$ cat config.mk
export PLATFORM = sky130hd
export DESIGN_NAME = fifo_param_flat
export DESIGN_NICKNAME = d
export VERILOG_FILES = /design/src/rtl/fifo_param_if.sv /design/src/rtl/fifo_param.sv /design/src/flat_wrapper.sv
export SDC_FILE = /design/constraint.sdc
export NUM_CORES = 1
export LEC_CHECK = 0
export ABC_CLOCK_PERIOD_IN_PS = 4600
export BUFFER_PORTS_ARGS = -buffer_cell sky130_fd_sc_hd__buf_2
export CORE_ASPECT_RATIO = 1.1
export CORE_MARGIN = 10
export CORE_UTILIZATION = 60
export CTS_CLUSTER_DIAMETER = 30
export DETAILED_ROUTE_END_ITERATION = 7
export PLACE_DENSITY = 0.79
export SYNTH_ARGS = -nofsm -noshare
export SYNTH_HDL_FRONTEND = slang
export SYNTH_SLANG_ARGS = --single-unit
$ cat constraint.sdc
create_clock -name clock -period 4.6 [get_ports clock]
set_input_delay 0 -clock clock [delete_from_list [all_inputs] [get_ports clock]]
set_output_delay 0 -clock clock [all_outputs]
set_load 0.01 [all_outputs]
$ cat src/rtl/fifo_param_if.sv
// fifo_param_if: bundles the FIFO's producer/consumer signals.
//
// Handshake semantics (one place, applies to every user of this bundle):
//   write/read are requests, sampled on the rising clock edge. A write is
//   taken when write=1 and the FIFO is not full, or a read is taken on the
//   same edge. A read is taken when read=1 and the FIFO is not empty; a
//   same-cycle write never makes an empty read legal. Rejected requests have
//   no effect other than raising the sticky overflow/underflow flag.
//   clear=1 flushes synchronously and overrides read/write on that edge.
//
// Modports:
//   master - the producer/consumer side: drives clear, write, read, data_in,
//            and observes data_out, count and the status flags.
//   slave  - the FIFO itself.
interface fifo_param_if #(
    parameter int WIDTH = 32,
    parameter int DEPTH = 8
);
    localparam int CW = $clog2(DEPTH) + 1;

    logic             clear;
    logic             write;
    logic             read;
    logic [WIDTH-1:0] data_in;
    logic [WIDTH-1:0] data_out;
    logic             full;
    logic             empty;
    logic             almost_full;
    logic             almost_empty;
    logic [CW-1:0]    count;
    logic             overflow;
    logic             underflow;

    modport master (
        output clear, write, read, data_in,
        input  data_out, full, empty, almost_full, almost_empty,
               count, overflow, underflow
    );

    modport slave (
        input  clear, write, read, data_in,
        output data_out, full, empty, almost_full, almost_empty,
               count, overflow, underflow
    );
endinterface

$ cat src/rtl/fifo_param.sv
// fifo_param: parametrised single-clock FIFO with occupancy count,
// programmable almost-full/almost-empty flags and sticky error flags.
//
// Ports:
//   clock - system clock, all state updates on the rising edge.
//   reset - asynchronous active-low reset, release synchronous to clock.
//   bus   - fifo_param_if.slave: clear, write, read, data_in in;
//           data_out, full, empty, almost_full, almost_empty, count,
//           overflow, underflow out.
//
// Parameters: WIDTH (>=1), DEPTH (power of two, >=2),
//   AF_THRESH (almost_full when count >= AF_THRESH, must be <= DEPTH),
//   AE_THRESH (almost_empty when count <= AE_THRESH, must be < DEPTH).
//
// Build option: define FIFO_FWFT_EN for first-word-fall-through output,
// where data_out continuously shows the head word. Without it data_out is a
// register loaded by each accepted read (one cycle latency).
module fifo_param #(
    parameter int WIDTH     = 32,
    parameter int DEPTH     = 8,
    parameter int AF_THRESH = DEPTH - 2,
    parameter int AE_THRESH = 1
) (
    input  logic        clock,
    input  logic        reset,
    fifo_param_if.slave bus
);
    localparam int AW = $clog2(DEPTH);
    localparam int CW = AW + 1;

    localparam logic [CW-1:0] DEPTH_C = CW'(DEPTH);
    localparam logic [CW-1:0] AF_C    = CW'(AF_THRESH);
    localparam logic [CW-1:0] AE_C    = CW'(AE_THRESH);

    logic [WIDTH-1:0] mem [DEPTH];
    logic [AW-1:0]    wptr;
    logic [AW-1:0]    rptr;
    logic [CW-1:0]    count_r;
    logic             overflow_r;
    logic             underflow_r;

    logic full_w;
    logic empty_w;
    logic rd_ok;
    logic wr_ok;

    // Flags are pure decodes of the registered count, so they move on the
    // same edge as count does.
    assign full_w  = (count_r == DEPTH_C);
    assign empty_w = (count_r == '0);

    // clear wins over both requests, so neither is accepted on a clear edge.
    assign rd_ok = bus.read & ~empty_w & ~bus.clear;
    assign wr_ok = bus.write & (~full_w | rd_ok) & ~bus.clear;

    assign bus.full         = full_w;
    assign bus.empty        = empty_w;
    assign bus.almost_full  = (count_r >= AF_C);
    assign bus.almost_empty = (count_r <= AE_C);
    assign bus.count        = count_r;
    assign bus.overflow     = overflow_r;
    assign bus.underflow    = underflow_r;

    // Storage is not reset; contents are don't-care after reset or clear
    // because count gates every observable read.
    always_ff @(posedge clock) begin
        if (wr_ok) begin
            mem[wptr] <= bus.data_in;
        end
    end

    // Pointers and occupancy. Pointers are AW bits wide so they wrap from
    // DEPTH-1 to 0 with no extra logic.
    always_ff @(posedge clock or negedge reset) begin
        if (!reset) begin
            wptr    <= '0;
            rptr    <= '0;
            count_r <= '0;
        end else if (bus.clear) begin
            wptr    <= '0;
            rptr    <= '0;
            count_r <= '0;
        end else begin
            if (wr_ok) begin
                wptr <= wptr + 1'b1;
            end
            if (rd_ok) begin
                rptr <= rptr + 1'b1;
            end
            unique case ({wr_ok, rd_ok})
                2'b10:   count_r <= count_r + 1'b1;
                2'b01:   count_r <= count_r - 1'b1;
                default: count_r <= count_r;
            endcase
        end
    end

    // Sticky error flags: only a write that is actually dropped sets
    // overflow (a full write paired with an accepted read is legal).
    always_ff @(posedge clock or negedge reset) begin
        if (!reset) begin
            overflow_r  <= 1'b0;
            underflow_r <= 1'b0;
        end else if (bus.clear) begin
            overflow_r  <= 1'b0;
            underflow_r <= 1'b0;
        end else begin
            if (bus.write && full_w && !rd_ok) begin
                overflow_r <= 1'b1;
            end
            if (bus.read && empty_w) begin
                underflow_r <= 1'b1;
            end
        end
    end

`ifdef FIFO_FWFT_EN
    // Head word shown directly; forced to zero while empty so the output is
    // defined after reset even though storage is not.
    assign bus.data_out = empty_w ? '0 : mem[rptr];
`else
    logic [WIDTH-1:0] data_r;

    always_ff @(posedge clock or negedge reset) begin
        if (!reset) begin
            data_r <= '0;
        end else if (bus.clear) begin
            data_r <= '0;
        end else if (rd_ok) begin
            data_r <= mem[rptr];
        end
    end

    assign bus.data_out = data_r;
`endif

endmodule

$ cat src/flat_wrapper.sv
// flat-port wrapper written by rule: the top's interface ports become plain ports
module fifo_param_flat 
#(
    parameter int WIDTH     = 32,
    parameter int DEPTH     = 8,
    parameter int AF_THRESH = DEPTH - 2,
    parameter int AE_THRESH = 1
)
  (clock, reset, bus_clear, bus_write, bus_read, bus_data_in, bus_data_out, bus_full, bus_empty, bus_almost_full, bus_almost_empty, bus_count, bus_overflow, bus_underflow);
  fifo_param_if #(.WIDTH(WIDTH), .DEPTH(DEPTH)) bus_i ();
  input  logic clock;
  input  logic reset;
  input wire logic [$bits(bus_i.clear)-1:0] bus_clear;
  input wire logic [$bits(bus_i.write)-1:0] bus_write;
  input wire logic [$bits(bus_i.read)-1:0] bus_read;
  input wire logic [$bits(bus_i.data_in)-1:0] bus_data_in;
  output wire logic [$bits(bus_i.data_out)-1:0] bus_data_out;
  output wire logic [$bits(bus_i.full)-1:0] bus_full;
  output wire logic [$bits(bus_i.empty)-1:0] bus_empty;
  output wire logic [$bits(bus_i.almost_full)-1:0] bus_almost_full;
  output wire logic [$bits(bus_i.almost_empty)-1:0] bus_almost_empty;
  output wire logic [$bits(bus_i.count)-1:0] bus_count;
  output wire logic [$bits(bus_i.overflow)-1:0] bus_overflow;
  output wire logic [$bits(bus_i.underflow)-1:0] bus_underflow;
  assign bus_i.clear = bus_clear;
  assign bus_i.write = bus_write;
  assign bus_i.read = bus_read;
  assign bus_i.data_in = bus_data_in;
  assign bus_data_out = bus_i.data_out;
  assign bus_full = bus_i.full;
  assign bus_empty = bus_i.empty;
  assign bus_almost_full = bus_i.almost_full;
  assign bus_almost_empty = bus_i.almost_empty;
  assign bus_count = bus_i.count;
  assign bus_overflow = bus_i.overflow;
  assign bus_underflow = bus_i.underflow;
  fifo_param #(.WIDTH(WIDTH), .DEPTH(DEPTH), .AF_THRESH(AF_THRESH), .AE_THRESH(AE_THRESH)) u_core (.clock(clock), .reset(reset), .bus(bus_i));
endmodule
==> run_results.csv, run 1 <==
group,metric,value,unit
cells_and_area,n_fill_cell,1159,
clocking,clk_latency,0.54,ns
floorplan,die_area,25600,um2
run,drv_cap,0,
drt,first_iter_violations,547,
floorplan,dieHeight,167,um
yosys,synth_top_cell_by_area,"edfxtp_1",
setup_path,cp_data_arrival_time,3.11,ns
yosys,syn_area,11700,um2
clocking,htreeDepth,2,
setup_path,worstPathMaxFanout,26,
timing,min_period_over_period,63.7,%
global_route,grt_pass1_vias,7478,
yosys,syn-num-nets,758,
timing,drv_slew,0,
global_route,grt_max_degree,75,
setup_path,crit_chain,"inv_1, ha_1, nand3b_1, o211a_1, nand2b_1, nor3b_2, buf_4",
floorplan,ios,79,
clocking,cts_tree,"yes",
clocking,cts_root_buf,"clkbuf_16",
clocking,clkTransAtPathRegs,0.05,ns
setup_path,crit_family,"simple AND/OR/NAND/NOR gates",
floorplan,start_util,61.3,%
global_route,track_usage,20.8,%
power_and_ir_drop,power.density,519,nW/um2
power_and_ir_drop,leakage,4.99,nW
global_route,antenna_found_initial,0,
power_and_ir_drop,vdd_drop_max,0.342,mV
cells_and_area,final_common_cell,"edfxtp_1",
yosys,yosysWarnings,0,
yosys,syn_area_per_cell,16.4,um2
floorplan,die_x,153,um
cells_and_area,fin_nets,893,
global_route,grt_pass1_wl,42000,um
yosys,yosysTopAreaCellShare,65.5,%
setup_path,required,4.78,ns
clocking,clock_sinks,300,
hold_path,min_path_type,"input pin to async pin",
setup_path,path_buf_inv,2,
timing,max_freq,341,MHz
drt,drcViolationCount,0,
drt,wire_per_inst,23.8,um
setup_path,rr_startpoint,"u_core.bus.count[0]",
cells_and_area,mostFrequentLayoutCells,"edfxtp_1, mux2i_1, buf_2",
timing,rsz0062_at_grt,"false",
yosys,ys_seq_area_share,74.8,%
yosys,synth-edff-count,256,
drt,antenna_left,0,
clocking,cts_buffers,45,
setup_path,endpoint_kind,"flop",
timing,worst_pin_slew,1.17,ns
floorplan,rows,53,
placement,hpwl,13900,um
global_route,grt-ovfl-total,0,
yosys,synth_cell_types,43,
clocking,cts.path.max_buffers,3,
drt,detail_route.first_pass.iterations,5,
timing,hold_viol_final,0,
yosys,synthArstFlopShare,14.7,%
floorplan,core,19200,um2
timing,slew_headroom,21.5,%
placement,globalplace.congestion,0.817,
timing,finalSetupViolCount,0,
setup_path,slowest_delay,0.52,ns
timing,fin_setup_tns,0,ns
drt,num_vias,6885,
setup_path,cp-start-kind,"flop",
yosys,synthCells,715,
cells_and_area,area_delta_synth_final,21.5,%
drt,via_per_inst,6.08,
outcome,status,"complete, no violations",
yosys,synthTopCellsByArea,"edfxtp_1, mux2i_1, dfrtp_1",
yosys,ys_dominant_reg_cell,"edfxtp_1",
setup_path,crit_type,"flop to flop",
setup_path,cp_slowest_cell,"nor3b_2",
cells_and_area,diodes,0,
cells_and_area,drive_gt1_share,21.6,%
drt,routed_wirelength,27000,um
timing,period_needed,2.93,ns
placement,io_buffers,78,
setup_path,worstSetupStartpoint,"u_core.bus.count[0]",
yosys,ys_seq_elements,300,
cells_and_area,final_util,74.4,%
cells_and_area,seqCellArea,8790,um2
timing,clock_skew,0.0202,ns
cells_and_area,multi_input_area,2760,um2
==> layout make-up <==
cell class,instances,share of cell area [%]
clock buffer,48,8.04
tap,247,2.17
inverter,7,0.184
timing repair buffer,133,6.37
sequential,300,61.6
multi-input combinational,363,19.4
clock inverter,35,2.24
==> state kept, by name (all words and copies together) (netlist names) <==
signal / flops
u_core.bus.count: 4
u_core.bus.data_out: 32
u_core.bus.overflow: 1
u_core.bus.underflow: 1
u_core.mem: 256
u_core.rptr: 3
u_core.wptr: 3
==> through the flow <==
stage | hold WS, ns | setup slack, ns | power [W] | instances | area [um2]
after floorplan | -0.296 | 0.459 | 0.00382 | 715 | 11700
after global placement | 0.158 | 1.93 | 0.00413 | 1013 | 12400
after detailed placement | 0.176 | 1.78 | 0.00417 | 1013 | 12400
after CTS | 0.149 | 1.72 | 0.00742 | 1133 | 14300
after global routing | 0.178 | 1.55 | 0.00766 | 1133 | 14300
final | 0.127 | 1.67 | 0.00741 | 1133 | 14300
==> Yosys cell counts (2+ instances only) <==
| master | number |
|---|---|
| nor3_1 | 3 |
| nand2b_1 | 3 |
| nor2_1 | 43 |
| inv_1 | 6 |
| o211ai_1 | 3 |
| xor2_1 | 3 |
| edfxtp_1 | 256 |
| nand2_1 | 5 |
| buf_4 | 4 |
| a22oi_1 | 64 |
| nor3b_1 | 4 |
| clkbuf_2 | 3 |
| ha_1 | 6 |
| a21oi_1 | 38 |
| o21ai_0 | 33 |
| mux2i_1 | 131 |
| dfrtp_1 | 44 |
| nor2b_1 | 4 |
| clkbuf_1 | 21 |
| o21ai_1 | 2 |
| nand3_1 | 3 |
| buf_2 | 14 |
| buf_6 | 2 |
==> power breakdown <==
| group | switching, W | internal, W | leakage [nW] |
|---|---|---|---|
| sequential | 0.000122 | 0.00309 | 2.90 |
| clock | 0.00127 | 0.00197 | 0.698 |
| combinational | 0.000598 | 0.000359 | 1.39 |
==> worst reg2reg max path: stages (launching register included) <==
cell and delay [ns]:
dfrtp_1 0.51, inv_1 0.13, ha_1 0.29, nand3b_1 0.20, o211a_1 0.22, nand2b_1 0.19
nor3b_2 0.52, buf_4 0.48
==> cells by family after synthesis <==
family | share of synthesized area [%]
AOI/OAI and AO/OA | 7.82
muxes | 11.2
buffers and inverters | 2.10
and+or+nand+nor | 3.14
DFF | 74.8
adders and majority gates | 0.639
xor gates and xnor gates | 0.298
==> path summary, 6_finish.rpt <==
path | cells past startpoint | end | slack [ns]
min | 3 | u_core.rptr[0] | 0.13
min in group clock | 2 | u_core.mem[3][28] | 0.26
max in group asynchronous | 3 | u_core.rptr[1] | 3.94
max | 7 | u_core.mem[4][17] | 1.67
min reg2reg | 2 | u_core.bus.underflow | 0.51
max reg2reg | 7 | u_core.mem[4][17] | 1.67
==> routing by layer <==
| metal | GRT usage, % | part of all wire, % | vias up |
|---|---|---|---|
| li1 | - | - | 3058 |
| met1 | 24.9 | 39 | 3504 |
| met2 | 36.1 | 52 | 271 |
| met3 | 3.63 | 6.3 | 52 |
| met4 | 8.80 | 2.3 | 0 |
| met5 | 0 | 0 | - |
==> repair_timing <==
action / CTS / global route
hold buffers: 37 / 0
gates resized for setup: 0 / 0
endpoints found under the hold margin: 311 / 0
endpoints found under the setup margin: 0 / 0
buffers inserted: 0 / 0
Power figures use the tool's default switching activity.
==> run 2: changes to the inputs <==
--- a/config.mk
+++ b/config.mk
@@ -5,7 +5,7 @@
 export SDC_FILE = /design/constraint.sdc
 export NUM_CORES = 1
 export LEC_CHECK = 0
-export ABC_CLOCK_PERIOD_IN_PS = 4600
+export ABC_CLOCK_PERIOD_IN_PS = 3000
 export BUFFER_PORTS_ARGS = -buffer_cell sky130_fd_sc_hd__buf_2
 export CORE_ASPECT_RATIO = 1.1
 export CORE_MARGIN = 10
==> constraint.sdc (replaced) <==
create_clock -name clock -period 3 [get_ports clock]
set_input_delay 0 -clock clock [delete_from_list [all_inputs] [get_ports clock]]
set_output_delay 0 -clock clock [all_outputs]
set_load 0.01 [all_outputs]
==> run 2 against run 1 <==
  * Hold slack got worse by 0.073 ns
  * Critical path depth up 1
  * Register-to-register slack worse by 1.4 ns
  * Largest power group unchanged
  * Highest routed layer unchanged
==> run_results.csv, run 2 (same netlist as run 1, synthesis figures left out) <==
group,metric,value,unit
outcome,status,"complete, no violations",
run,drv_cap,0,
timing,hold_viol_final,0,
floorplan,rows,53,
timing,min_period_over_period,90.0,%
cells_and_area,fin_nets,901,
setup_path,cp_slowest_cell,"nor2_2",
setup_path,rr_endpoint,"u_core.bus.data_out[27]",
global_route,grt_pass1_vias,7495,
drt,wire_per_inst,24.1,um
clocking,htreeDepth,2,
cells_and_area,diodes,0,
timing,worst_pin_slew,1.08,ns
setup_path,rrSetupSlack,0.30,ns
global_route,grt_pass1_wl,43000,um
global_route,antenna_found_initial,0,
drt,num_vias,7023,
power_and_ir_drop,vdd_drop_max,0.760,mV
timing,finalSetupViolCount,0,
timing,hold_ws,0.0544,ns
clocking,cts.path.max_buffers,3,
setup_path,crit_family,"simple AND/OR/NAND/NOR gates",
clocking,clk_latency,0.53,ns
setup_path,cp_data_arrival_time,3.15,ns
clocking,cts_buffers,43,
cells_and_area,mostFrequentLayoutCells,"edfxtp_1, mux2i_1, buf_2",
clocking,clock_sinks,300,
timing,slew_headroom,27.4,%
floorplan,dieHeight,167,um
global_route,grt_max_degree,70,
setup_path,crit_chain,"inv_1, ha_1, or3b_1, inv_2, nor2_2, buf_4, o21ai_0, nor2_1",
floorplan,start_util,61.3,%
cells_and_area,final_common_cell,"edfxtp_1",
cells_and_area,regMostFlops,"u_core.mem",
setup_path,slowest_delay,0.66,ns
placement,io_buffers,78,
clocking,clkTransAtPathRegs,0.05,ns
cells_and_area,area_delta_synth_final,23.4,%
setup_path,path_buf_inv,3,
power_and_ir_drop,power.density,810,nW/um2
drt,via_per_inst,6.16,
setup_path,endpoint_kind,"flop",
global_route,grt-ovfl-total,0,
clocking,cts_tree,"yes",
setup_path,cp-start-kind,"flop",
power_and_ir_drop,leakage,5.09,nW
clocking,cts_root_buf,"clkbuf_16",
placement,hpwl,15800,um
setup_path,required,3.45,ns
clocking,cts_setup_buffers,0,
floorplan,core,19200,um2
setup_path,worstPathMaxFanout,18,
setup_path,r2r_cells,8,
timing,clock_skew,0.0154,ns
floorplan,die_x,153,um
setup_path,crit_type,"flop to flop",
drt,first_iter_violations,670,
setup_path,rr_startpoint,"u_core.bus.count[0]",
timing,rsz0062_at_grt,"false",
timing,max_freq,370,MHz
timing,period_needed,2.70,ns
cells_and_area,drive_gt1_share,22.7,%
placement,globalplace.congestion,0.861,
hold_path,min_path_type,"input pin to async pin",
floorplan,die_area,25600,um2
drt,antenna_left,0,
drt,detail_route.first_pass.iterations,5,
cells_and_area,largest_reg_flops,256,
cells_and_area,final_util,75.6,%
floorplan,ios,79,
drt,drcViolationCount,0,
global_route,track_usage,21.2,%
timing,drv_slew,0,
drt,routed_wirelength,27500,um
-- run 2: power breakdown --
| group | leakage, nW | total, W | switching [W] | internal (W) |
|---|---|---|---|---|
| registers | 2.90 | 0.00490 | 0.000158 | 0.00474 |
| logic | 1.44 | 0.00153 | 0.000957 | 0.000570 |
| clock network | 0.750 | 0.00532 | 0.00200 | 0.00332 |
-- run 2: layout make-up --
cell class / instances / area [um2]
flip-flops and latches: 300 / 8790
clock inverters: 35 / 443
repair buffers: 143 / 1010
multi-input cells: 363 / 2800
inverters: 7 / 26.3
well taps: 247 / 309
fillers: 1065 / 4670
clock buffers: 45 / 1110
-- run 2: what timing repair did --
action                    4_1_cts  5_1_grt
hold buffers                   36        0
resized for setup               0        0
hold endpoints to repair      292        0
-- run 2: how the worst max path moves through the flow --
stage	startpoint	endpoint	slack (ns)	cells after the start
after floorplan	u_core.bus.count[0]	u_core.mem[4][0]	-0.06	6
after global placement	u_core.bus.count[0]	u_core.mem[2][11]	0.54	7
after detailed placement	u_core.bus.count[0]	u_core.mem[2][13]	0.38	7
after CTS	u_core.bus.count[0]	u_core.bus.data_out[27]	0.30	8
after global routing	u_core.bus.count[0]	u_core.bus.data_out[27]	0.11	8
final	u_core.bus.count[0]	u_core.bus.data_out[27]	0.30	8
-- run 2: stage by stage --
step,setup WS [ns],setup TNS [ns],power [W],instance area [um2],std cells
final,0.301,0,0.0117,14500,1140
after global routing,0.109,0,0.0122,14500,1140
after detailed placement,0.382,0,0.00643,12600,1024
after floorplan,-0.0641,-6.21,0.00586,11800,715
after CTS,0.304,0,0.0118,14500,1140
after global placement,0.535,0,0.00636,12600,1024
-- run 2: per-layer routing --
| layer | global-route usage, % | vias up | part of all wire, % |
|---|---|---|---|
| met3 | 4.64 | 51 | 7.5 |
| li1 | - | 3085 | - |
| met4 | 7.23 | 0 | 2.1 |
| met1 | 26.4 | 3539 | 39 |
| met5 | 0 | - | 0 |
| met2 | 35.8 | 348 | 51 |
==> run 3: changes to the inputs <==
--- a/config.mk
+++ b/config.mk
@@ -12,6 +12,7 @@
 export CORE_UTILIZATION = 60
 export CTS_CLUSTER_DIAMETER = 30
 export DETAILED_ROUTE_END_ITERATION = 7
+export GPL_TIMING_DRIVEN = 0
 export PLACE_DENSITY = 0.79
 export SYNTH_ARGS = -nofsm -noshare
 export SYNTH_HDL_FRONTEND = slang
==> run 3 against run 2 <==
  * Via count grew 2.6%
  * Global-route usage up 0.80 points
  * Clock power hardly changed
  * Utilization rose by 1.8 points
  * Final cell count is 3.5% higher
  * First-iteration DRC count increased by 20%
  * Critical path type unchanged
  * Largest power group unchanged
==> run_results.csv, run 3 (same netlist as run 1, synthesis figures left out) <==
group,metric,value,unit
timing,clock_skew,0.0235,ns
timing,hold_viol_final,0,
setup_path,rr_startpoint,"u_core.bus.count[0]",
cells_and_area,fin_nets,940,
clocking,clock_sinks,300,
drt,routed_wirelength,28600,um
setup_path,r2r_cells,7,
placement,io_buffers,77,
floorplan,start_util,61.3,%
cells_and_area,diodes,0,
setup_path,cp_data_arrival_time,3.09,ns
drt,wire_per_inst,24.2,um
timing,finalSetupViolCount,0,
setup_path,required,3.24,ns
global_route,grt_pass1_wl,44200,um
clocking,cts.path.max_buffers,3,
setup_path,crit_type,"flop to flop",
timing,rsz0062_at_grt,"false",
hold_path,min_path_type,"input pin to async pin",
drt,num_vias,7206,
power_and_ir_drop,p_total,0.0118,W
timing,max_freq,350,MHz
placement,hpwl,17200,um
timing,slew_headroom,23.3,%
floorplan,rows,53,
setup_path,rr_endpoint,"u_core.mem[4][15]",
timing,worst_pin_slew,1.15,ns
timing,drv_slew,0,
setup_path,rrSetupSlack,0.15,ns
outcome,status,"complete, no violations",
clocking,cts_buffers,44,
global_route,grt_max_degree,45,
setup_path,cp-start-kind,"flop",
clocking,cts_root_buf,"clkbuf_16",
cells_and_area,drive_gt1_share,22.9,%
timing,period_needed,2.85,ns
drt,antenna_left,0,
clocking,htreeDepth,2,
run,drv_cap,0,
clocking,clk_latency,0.54,ns
setup_path,worstPathMaxFanout,13,
drt,first_iter_violations,805,
placement,dp_cells,1053,
cells_and_area,final_common_cell,"edfxtp_1",
global_route,antenna_found_initial,0,
placement,globalplace.congestion,0.783,
cells_and_area,final_cell_area,14800,um2
cells_and_area,mostFrequentLayoutCells,"edfxtp_1, mux2i_1, buf_2",
clocking,clkTransAtPathRegs,0.06,ns
clocking,cts_tree,"yes",
power_and_ir_drop,leakage,5.26,nW
global_route,grt-ovfl-total,0,
cells_and_area,stdcell_count,1180,
cells_and_area,regMostFlops,"u_core.mem",
drt,detail_route.first_pass.iterations,6,
power_and_ir_drop,vdd_drop_max,0.743,mV
floorplan,ios,79,
floorplan,dieHeight,167,um
drt,via_per_inst,6.11,
timing,min_period_over_period,95.2,%
global_route,grt_pass1_vias,7708,
setup_path,endpoint_kind,"flop",
floorplan,core,19200,um2
global_route,track_usage,22.0,%
cells_and_area,largest_reg_flops,256,
floorplan,die_x,153,um
placement,placed_cell_area,12800,um2
drt,drcViolationCount,0,
power_and_ir_drop,power.density,793,nW/um2
cells_and_area,area_delta_synth_final,26.4,%
floorplan,die_area,25600,um2
-- run 3: cell count changes in the layout (fill, tap and decap cells not counted), moves of 3 or more --
cell and change:
buf_16 +7, buf_2 +13, buf_4 -16, buf_8 +7, clkbuf_1 +23, clkbuf_2 +3
-- run 3: area by class of cell --
cell class | instances | area (um2)
fillers | 1018 | 4330
inverters | 7 | 26.3
clock buffers | 47 | 1130
plain buffers | 45 | 220
well taps | 247 | 309
multi-input cells | 363 | 2790
flip-flops and latches | 300 | 8790
clock inverters | 35 | 422
repair buffers | 136 | 1150
-- run 3: power by group --
group          internal (W)  switching (W)
Sequential          0.00474       0.000124
Combinational      0.000605        0.00102
Clock               0.00334        0.00195
Total               0.00868        0.00309
-- run 3: worst max-delay path by stage --
stage	start	endpoint	slack (ns)	cells past startpoint
floorplan	u_core.bus.count[0]	u_core.mem[4][0]	-0.06	6
global placement	u_core.bus.count[0]	u_core.mem[5][13]	-1.41	6
detailed placement	u_core.bus.count[0]	u_core.mem[5][13]	0.09	7
CTS	u_core.bus.count[0]	u_core.mem[5][2]	0.10	7
global route	u_core.bus.count[0]	u_core.mem[4][27]	0.02	7
finish	u_core.bus.count[0]	u_core.mem[4][15]	0.15	7
-- run 3: worst max-delay path: stages, from the launching register on --
cell and delay, ns:
dfrtp_1 0.50, inv_1 0.12, ha_1 0.30, nand3b_1 0.23, o211a_1 0.21, nand2b_1 0.25
nor3b_4 0.72, buf_16 0.24
-- run 3: stage by stage --
stage | setup TNS (ns) | setup WS, ns | util, % | hold slack (ns)
after detailed placement | 0 | 0.0935 | 66.9 | 0.263
after global routing | 0 | 0.0205 | 77.4 | 0.282
after floorplan | -6.21 | -0.0641 | - | -0.296
after CTS | 0 | 0.101 | 76.9 | 0.268
final | 0 | 0.145 | 77.4 | 0.251
after global placement | -265.94 | -1.41 | 65.1 | 0.246
-- run 3: what timing repair did --
item,CTS,global route
setup endpoints to repair,0,59
hold endpoints to repair,311,0
gates resized for setup,0,0
buffers inserted,0,9
hold buffers,36,0
-- run 3: routing by layer --
metal / share of wire, % / GRT usage, %
met3: 7.0 / 3.76
met1: 39 / 26.9
met4: 3.1 / 9.33
met5: 0 / 0
met2: 51 / 37.6
